## src/rtl/risc_v_alu_issue.sv

```systemverilog
// Decode-to-execute issue stage for risc_v_alu: decodes an RV32I word, picks operand B
// and holds the result in a one-entry ID/EX register with valid/ready, stall and flush.
module risc_v_alu_issue #(
  parameter bit ILLEGAL_TRAP = 1'b1
) (
  input  logic        clk,
  input  logic        reset_n,
  input  logic        id_valid,
  output logic        id_ready,
  input  logic [31:0] id_instr,
  input  logic [31:0] id_rs1_data,
  input  logic [31:0] id_rs2_data,
  input  logic        flush,
  input  logic        ex_ready,
  output logic        ex_valid,
  output logic [31:0] ex_a,
  output logic [31:0] ex_b,
  output logic [2:0]  ex_alu_control,
  output logic [4:0]  ex_rd,
  output logic        ex_reg_write,
  output logic        ex_mem_read,
  output logic        ex_mem_write,
  output logic        ex_branch,
  output logic        ex_branch_ne,
  output logic        ex_of_en,
  output logic [31:0] ex_store_data,
  output logic        ex_illegal
);

  localparam logic [6:0] OP_R      = 7'b0110011;
  localparam logic [6:0] OP_I      = 7'b0010011;
  localparam logic [6:0] OP_LOAD   = 7'b0000011;
  localparam logic [6:0] OP_STORE  = 7'b0100011;
  localparam logic [6:0] OP_BRANCH = 7'b1100011;

  localparam logic [2:0] ALU_ADD = 3'b000;
  localparam logic [2:0] ALU_SUB = 3'b001;
  localparam logic [2:0] ALU_AND = 3'b010;
  localparam logic [2:0] ALU_OR  = 3'b011;
  localparam logic [2:0] ALU_SLT = 3'b101;

  logic [6:0]  w_opcode;
  logic [2:0]  w_f3;
  logic [6:0]  w_f7;
  logic [31:0] w_imm_i;
  logic [31:0] w_imm_s;
  logic        w_legal;
  logic [2:0]  w_code;
  logic        w_use_imm;
  logic [31:0] w_imm;
  logic [31:0] w_b;
  logic [4:0]  w_rd;
  logic        w_rw;
  logic        w_mr;
  logic        w_mw;
  logic        w_br;
  logic        w_bne;
  logic        w_of;
  logic        w_load;
  logic        w_issue;

  logic        r_valid;
  logic [31:0] r_a;
  logic [31:0] r_b;
  logic [2:0]  r_code;
  logic [4:0]  r_rd;
  logic        r_rw;
  logic        r_mr;
  logic        r_mw;
  logic        r_br;
  logic        r_bne;
  logic        r_of;
  logic [31:0] r_sd;
  logic        r_ill;

  assign w_opcode = id_instr[6:0];
  assign w_f3     = id_instr[14:12];
  assign w_f7     = id_instr[31:25];
  assign w_imm_i  = {{20{id_instr[31]}}, id_instr[31:20]};
  assign w_imm_s  = {{20{id_instr[31]}}, id_instr[31:25], id_instr[11:7]};

  // Enables and rd are only raised inside legal arms, so illegal words decode to all-zero.
  always_comb begin
    w_legal   = 1'b0;
    w_code    = ALU_ADD;
    w_use_imm = 1'b0;
    w_imm     = w_imm_i;
    w_rd      = 5'd0;
    w_rw      = 1'b0;
    w_mr      = 1'b0;
    w_mw      = 1'b0;
    w_br      = 1'b0;
    w_bne     = 1'b0;
    w_of      = 1'b0;
    case (w_opcode)
      OP_R: begin
        case (w_f3)
          3'b000: begin
            if (w_f7 == 7'b0000000) begin
              w_legal = 1'b1;
              w_code  = ALU_ADD;
            end else if (w_f7 == 7'b0100000) begin
              w_legal = 1'b1;
              w_code  = ALU_SUB;
            end
            w_of = w_legal;
          end
          3'b111: begin w_legal = (w_f7 == 7'b0); w_code = ALU_AND; end
          3'b110: begin w_legal = (w_f7 == 7'b0); w_code = ALU_OR;  end
          3'b010: begin w_legal = (w_f7 == 7'b0); w_code = ALU_SLT; end
          default: w_legal = 1'b0;
        endcase
        if (!w_legal) w_code = ALU_ADD;
        w_rw = w_legal;
        w_rd = w_legal ? id_instr[11:7] : 5'd0;
      end
      OP_I: begin
        w_legal = 1'b1;
        case (w_f3)
          3'b000:  begin w_code = ALU_ADD; w_of = 1'b1; end
          3'b111:  w_code = ALU_AND;
          3'b110:  w_code = ALU_OR;
          3'b010:  w_code = ALU_SLT;
          default: w_legal = 1'b0;
        endcase
        if (w_legal) begin
          w_use_imm = 1'b1;
          w_rw      = 1'b1;
          w_rd      = id_instr[11:7];
        end
      end
      OP_LOAD: begin
        if (w_f3 == 3'b010) begin
          w_legal   = 1'b1;
          w_use_imm = 1'b1;
          w_mr      = 1'b1;
          w_rw      = 1'b1;
          w_rd      = id_instr[11:7];
        end
      end
      OP_STORE: begin
        if (w_f3 == 3'b010) begin
          w_legal   = 1'b1;
          w_use_imm = 1'b1;
          w_imm     = w_imm_s;
          w_mw      = 1'b1;
        end
      end
      OP_BRANCH: begin
        if (w_f3[2:1] == 2'b00) begin
          w_legal = 1'b1;
          w_code  = ALU_SUB;
          w_br    = 1'b1;
          w_bne   = w_f3[0];
        end
      end
      default: w_legal = 1'b0;
    endcase
  end

  assign w_b      = w_use_imm ? w_imm : id_rs2_data;
  assign id_ready = ~r_valid | ex_ready;
  assign w_load   = id_valid & id_ready & ~flush;
  // Dropped illegals still complete the handshake; they just never become valid.
  assign w_issue  = ILLEGAL_TRAP | w_legal;

  always_ff @(posedge clk or negedge reset_n) begin
    if (!reset_n) begin
      r_valid <= 1'b0;
      r_a     <= '0;
      r_b     <= '0;
      r_code  <= '0;
      r_rd    <= '0;
      r_rw    <= 1'b0;
      r_mr    <= 1'b0;
      r_mw    <= 1'b0;
      r_br    <= 1'b0;
      r_bne   <= 1'b0;
      r_of    <= 1'b0;
      r_sd    <= '0;
      r_ill   <= 1'b0;
    end else begin
      if (flush)        r_valid <= 1'b0;
      else if (w_load)  r_valid <= w_issue;
      else if (ex_ready) r_valid <= 1'b0;
      if (w_load) begin
        r_a    <= id_rs1_data;
        r_b    <= w_b;
        r_code <= w_code;
        r_rd   <= w_rd;
        r_rw   <= w_rw;
        r_mr   <= w_mr;
        r_mw   <= w_mw;
        r_br   <= w_br;
        r_bne  <= w_bne;
        r_of   <= w_of;
        r_sd   <= id_rs2_data;
        r_ill  <= ~w_legal;
      end
    end
  end

  assign ex_valid       = r_valid;
  assign ex_a           = r_a;
  assign ex_b           = r_b;
  assign ex_alu_control = r_code;
  assign ex_rd          = r_rd;
  assign ex_reg_write   = r_rw;
  assign ex_mem_read    = r_mr;
  assign ex_mem_write   = r_mw;
  assign ex_branch      = r_br;
  assign ex_branch_ne   = r_bne;
  assign ex_of_en       = r_of;
  assign ex_store_data  = r_sd;
  assign ex_illegal     = r_ill;

endmodule

```

## config.mk

```make
export PLATFORM = sky130hd
export DESIGN_NAME = risc_v_alu_issue
export DESIGN_NICKNAME = d
export VERILOG_FILES = /design/src/rtl/risc_v_alu_issue.sv
export SDC_FILE = /design/constraint.sdc
export NUM_CORES = 1
export LEC_CHECK = 0
export CAP_MARGIN = 20
export CORE_UTILIZATION = 55
export CTS_CLUSTER_DIAMETER = 100
export DETAILED_ROUTE_END_ITERATION = 6
export DONT_BUFFER_PORTS = 1
export PLACE_DENSITY_LB_ADDON = 0.08
export SYNTH_ARGS = -nofsm -noshare
export SYNTH_HDL_FRONTEND = slang
export SYNTH_SLANG_ARGS = --single-unit
```

## constraint.sdc

```tcl
create_clock -name clk -period 1.7 [get_ports clk]
set_input_delay 0 -clock clk [delete_from_list [all_inputs] [get_ports clk]]
set_output_delay 0 -clock clk [all_outputs]
set_load 0.02 [all_outputs]
```

==> flow_metrics.tcl <==
set metrics [dict create \
    outcome "finished with violations" \
    violations "hold timing" \
    yosys_register_bits 112 \
    synthCells 507 \
    max_freq_ghz 0.620 \
    cp-startpoint "id_instr[1]" \
    die_w_um 94.1 \
    gr-total-overflow 0 \
    cts_tree "done" \
    crit_end "ex_b[8]" \
    slowest_stage "dlygate4sd3_1" \
    finalInstanceArea_mm2 0.00592 \
    synth_area_mm2 0.00466 \
    drcViolationCount 0 \
    clkLatencyLatePin_ns 0.36 \
    hold_viol 112 \
    synth_seq_area_share 0.601 \
    syn_area_per_cell_um2 9.19 \
    path_cells "dlygate4sd3_1 -> nand4bb_4 -> or2_4 -> or2_1 -> buf_4 -> mux2i_1 -> o21ai_0" \
    min_period_over_period 0.948 \
    antenna_found_initial 0 \
    startpoint_type "input pin" \
    diodes 0 \
    syn-num-nets 608 \
    worst_setup_path_end_kind "flip-flop" \
    synthTopCellsByCount "nand2_1 (239), dfrtp_1 (112), o21ai_0 (33)" \
    clock_sinks 112 \
    synth_most_common_cell "nand2_1" \
    die-area_mm2 0.00885 \
    numCtsBuffers 9 \
    fin_skew_ns 0.0108 \
    worstSetupPathDepth 7 \
    setup_viol 0 \
    finalMaxSlewViolations 0 \
    path_max_fanout 22 \
    rr_endpoint "ex_mem_write" \
    place_area_mm2 0.00482 \
    whs_ns -0.677 \
    first_pass_iters 4 \
    p_leak_uw 0.00294 \
    power_frac_clock 0.240 \
    post-cts-setup-buffers 0 \
    power_density_mw_per_mm2 973 \
    clock_path_buffers 2 \
    critPathMaxStageDelay_ns 0.57 \
    grt_pass1_wl_mm 18.6 \
    peakVddDrop_mv 0.531 \
    wirelength_mm 11.9 \
    synth_edf_count 0 \
    initial_core_util 0.567 \
    rrSetupSlack_ns 0.14 \
    boundaryPins 214 \
    ys_types 37 \
    swShare 0.327 \
    critPathBufInv 2 \
    seqPwrFrac 0.640 \
    yosysWarnings 0 \
    power.total_uw 5760 \
    routedWlPerCell_um 16.9 \
    worstPathRequired_ns 1.98 \
    n_fill_cell 588 \
    min_path_type "in -> async" \
    htreeDepth 3 \
    fin_tns_setup_ns 0 \
    grt_pass1_vias 3838 \
    slew_headroom 0.719 \
    yosys.area.top_type "dfrtp_1" \
    crit_type "in -> reg" \
    avgViaCountPerCell 5.35 \
    async_flop_share 1.00 \
    synthFlopType "dfrtp_1" \
    crit_family "buffers and inverters" \
    p_int_uw 3880 \
    cts.clk_slew.worst_paths_ns 0.11 \
    tightest_slew_ns 0.421 \
    comb_power_share 0.120 \
    r2r_cells 6 \
    maxCapViolCount 0 \
    track_usage 0.275 \
    post-route-min-period_ns 1.61 \
    fp.dieH_um 94.1 \
    drive_above_1_share 0.0635 \
    grt_setup_unrepaired "false" \
    core_area_mm2 0.00822 \
    synthToLayoutAreaGrowth_pct 27.1 \
    first_iter_violations 206 \
    synthTopCellsByArea "dfrtp_1 (60%), nand2_1 (19%), o21ai_0 (3.5%), a21oi_1 (2.6%), mux2i_1 (2.4%)" \
    r2r_start "ex_valid" \
    placementRows 33 \
    grt_max_degree 113 \
    arrival_ns 1.89 \
    cts_hold_buf 93 \
    finalNetCount 695 \
    switching_power_uw 1880 \
    vias 3764 \
    ant_nets 0 \
    io_buffer_count 0 \
    clock_tree.root_cell "clkbuf_8" \
    gp_congestion 0.789 \
    hpwlAfterDp_mm 7.25 \
    synth_top_area_share 0.601 \
]
[routing by layer]
metal | global-route usage | vias to the layer above | routed length (µm)
li1 | - | 1807 | -
met1 | 0.330 | 1756 | 4800
met2 | 0.458 | 179 | 5750
met3 | 0.0882 | 22 | 1070
met4 | 0.114 | 0 | 263
met5 | 0 | - | 0
[cell type report]
| cell class | instances | area (µm²) | area share |
|---|---|---|---|
| Multi-Input combinational cell | 363 | 1730 | 0.292 |
| Clock buffer | 11 | 131 | 0.0222 |
| Timing Repair Buffer | 107 | 1090 | 0.184 |
| Clock inverter | 4 | 31.3 | 0.00528 |
| Sequential cell | 112 | 2800 | 0.473 |
| Inverter | 1 | 3.75 | 0.000634 |
| Tap cell | 105 | 131 | 0.0222 |
[cells by family after synthesis]
logic type,after synthesis,synth area share
mux,16,0.0357
flops,112,0.601
simple gates,271,0.239
buf+inv,32,0.0311
compound gates,76,0.0924
[power by group through the flow]
stage / registers, µW / logic, µW / clock network (µW)
final: 3680 / 693 / 1380
after global routing: 3730 / 791 / 1530
after CTS: 3690 / 678 / 1420
after detailed placement: 3730 / 494 / 0
after global placement: 3730 / 462 / 0
after floorplan: 3650 / 396 / 0
[state kept, by name, summed over array words and instances, names as in the netlist, 3 cells and up]
name / cells
ex_a: 32
ex_alu_control: 3
ex_b: 32
ex_rd: 5
ex_store_data: 32
[repair_timing]
item | 4_1_cts | 5_1_grt
endpoints found under the hold margin | 223 | 112
resized for setup | 0 | 4
endpoints found under the setup margin | 0 | 30
[metrics by stage]
step	instances	worst slack (ns)	utilization	hold slack, ns
global placement	595	0.112	0.586	-0.294
floorplan	507	0.0297	-	-0.296
detailed placement	595	0.0488	0.586	-0.294
CTS	703	0.0103	0.719	-0.698
global route	703	0.0298	0.721	-0.718
finish	703	0.0882	0.721	-0.677
[worst min path at each step]
stage / to / slack, ns
floorplan: ex_a[0] / -0.30
global placement: ex_b[12] / -0.29
detailed placement: ex_b[12] / -0.29
CTS: ex_b[12] / -0.70
global route: ex_store_data[12] / -0.72
finish: ex_b[12] / -0.68
[worst register-to-register path, stage by stage, from the launching register on]
cell and delay, ns:
dfrtp_1 0.39, nor2b_2 0.17, inv_1 0.07, nand3b_1 0.19
buf_12 0.23, buf_4 0.18, o31ai_1 0.24
[cells in the final DEF, fill, tap and decap left out, drive strengths merged, types with 2 or more instances in the layout]
cell type / instances
inv: 2
nand4b: 2
nor3: 2
nor3b: 2
nand2b: 4
buf: 14
dlygate4sd3: 93
a22o: 6
dfrtp: 112
a21oi: 24
a31oi: 2
nand3b: 2
nand2: 239
o21ai: 37
clkinvlp: 3
nor2: 8
nor2b: 2
or2: 2
nand3: 3
mux2: 5
clkbuf: 11
mux2i: 11
(Power assumes the default switching activity.)
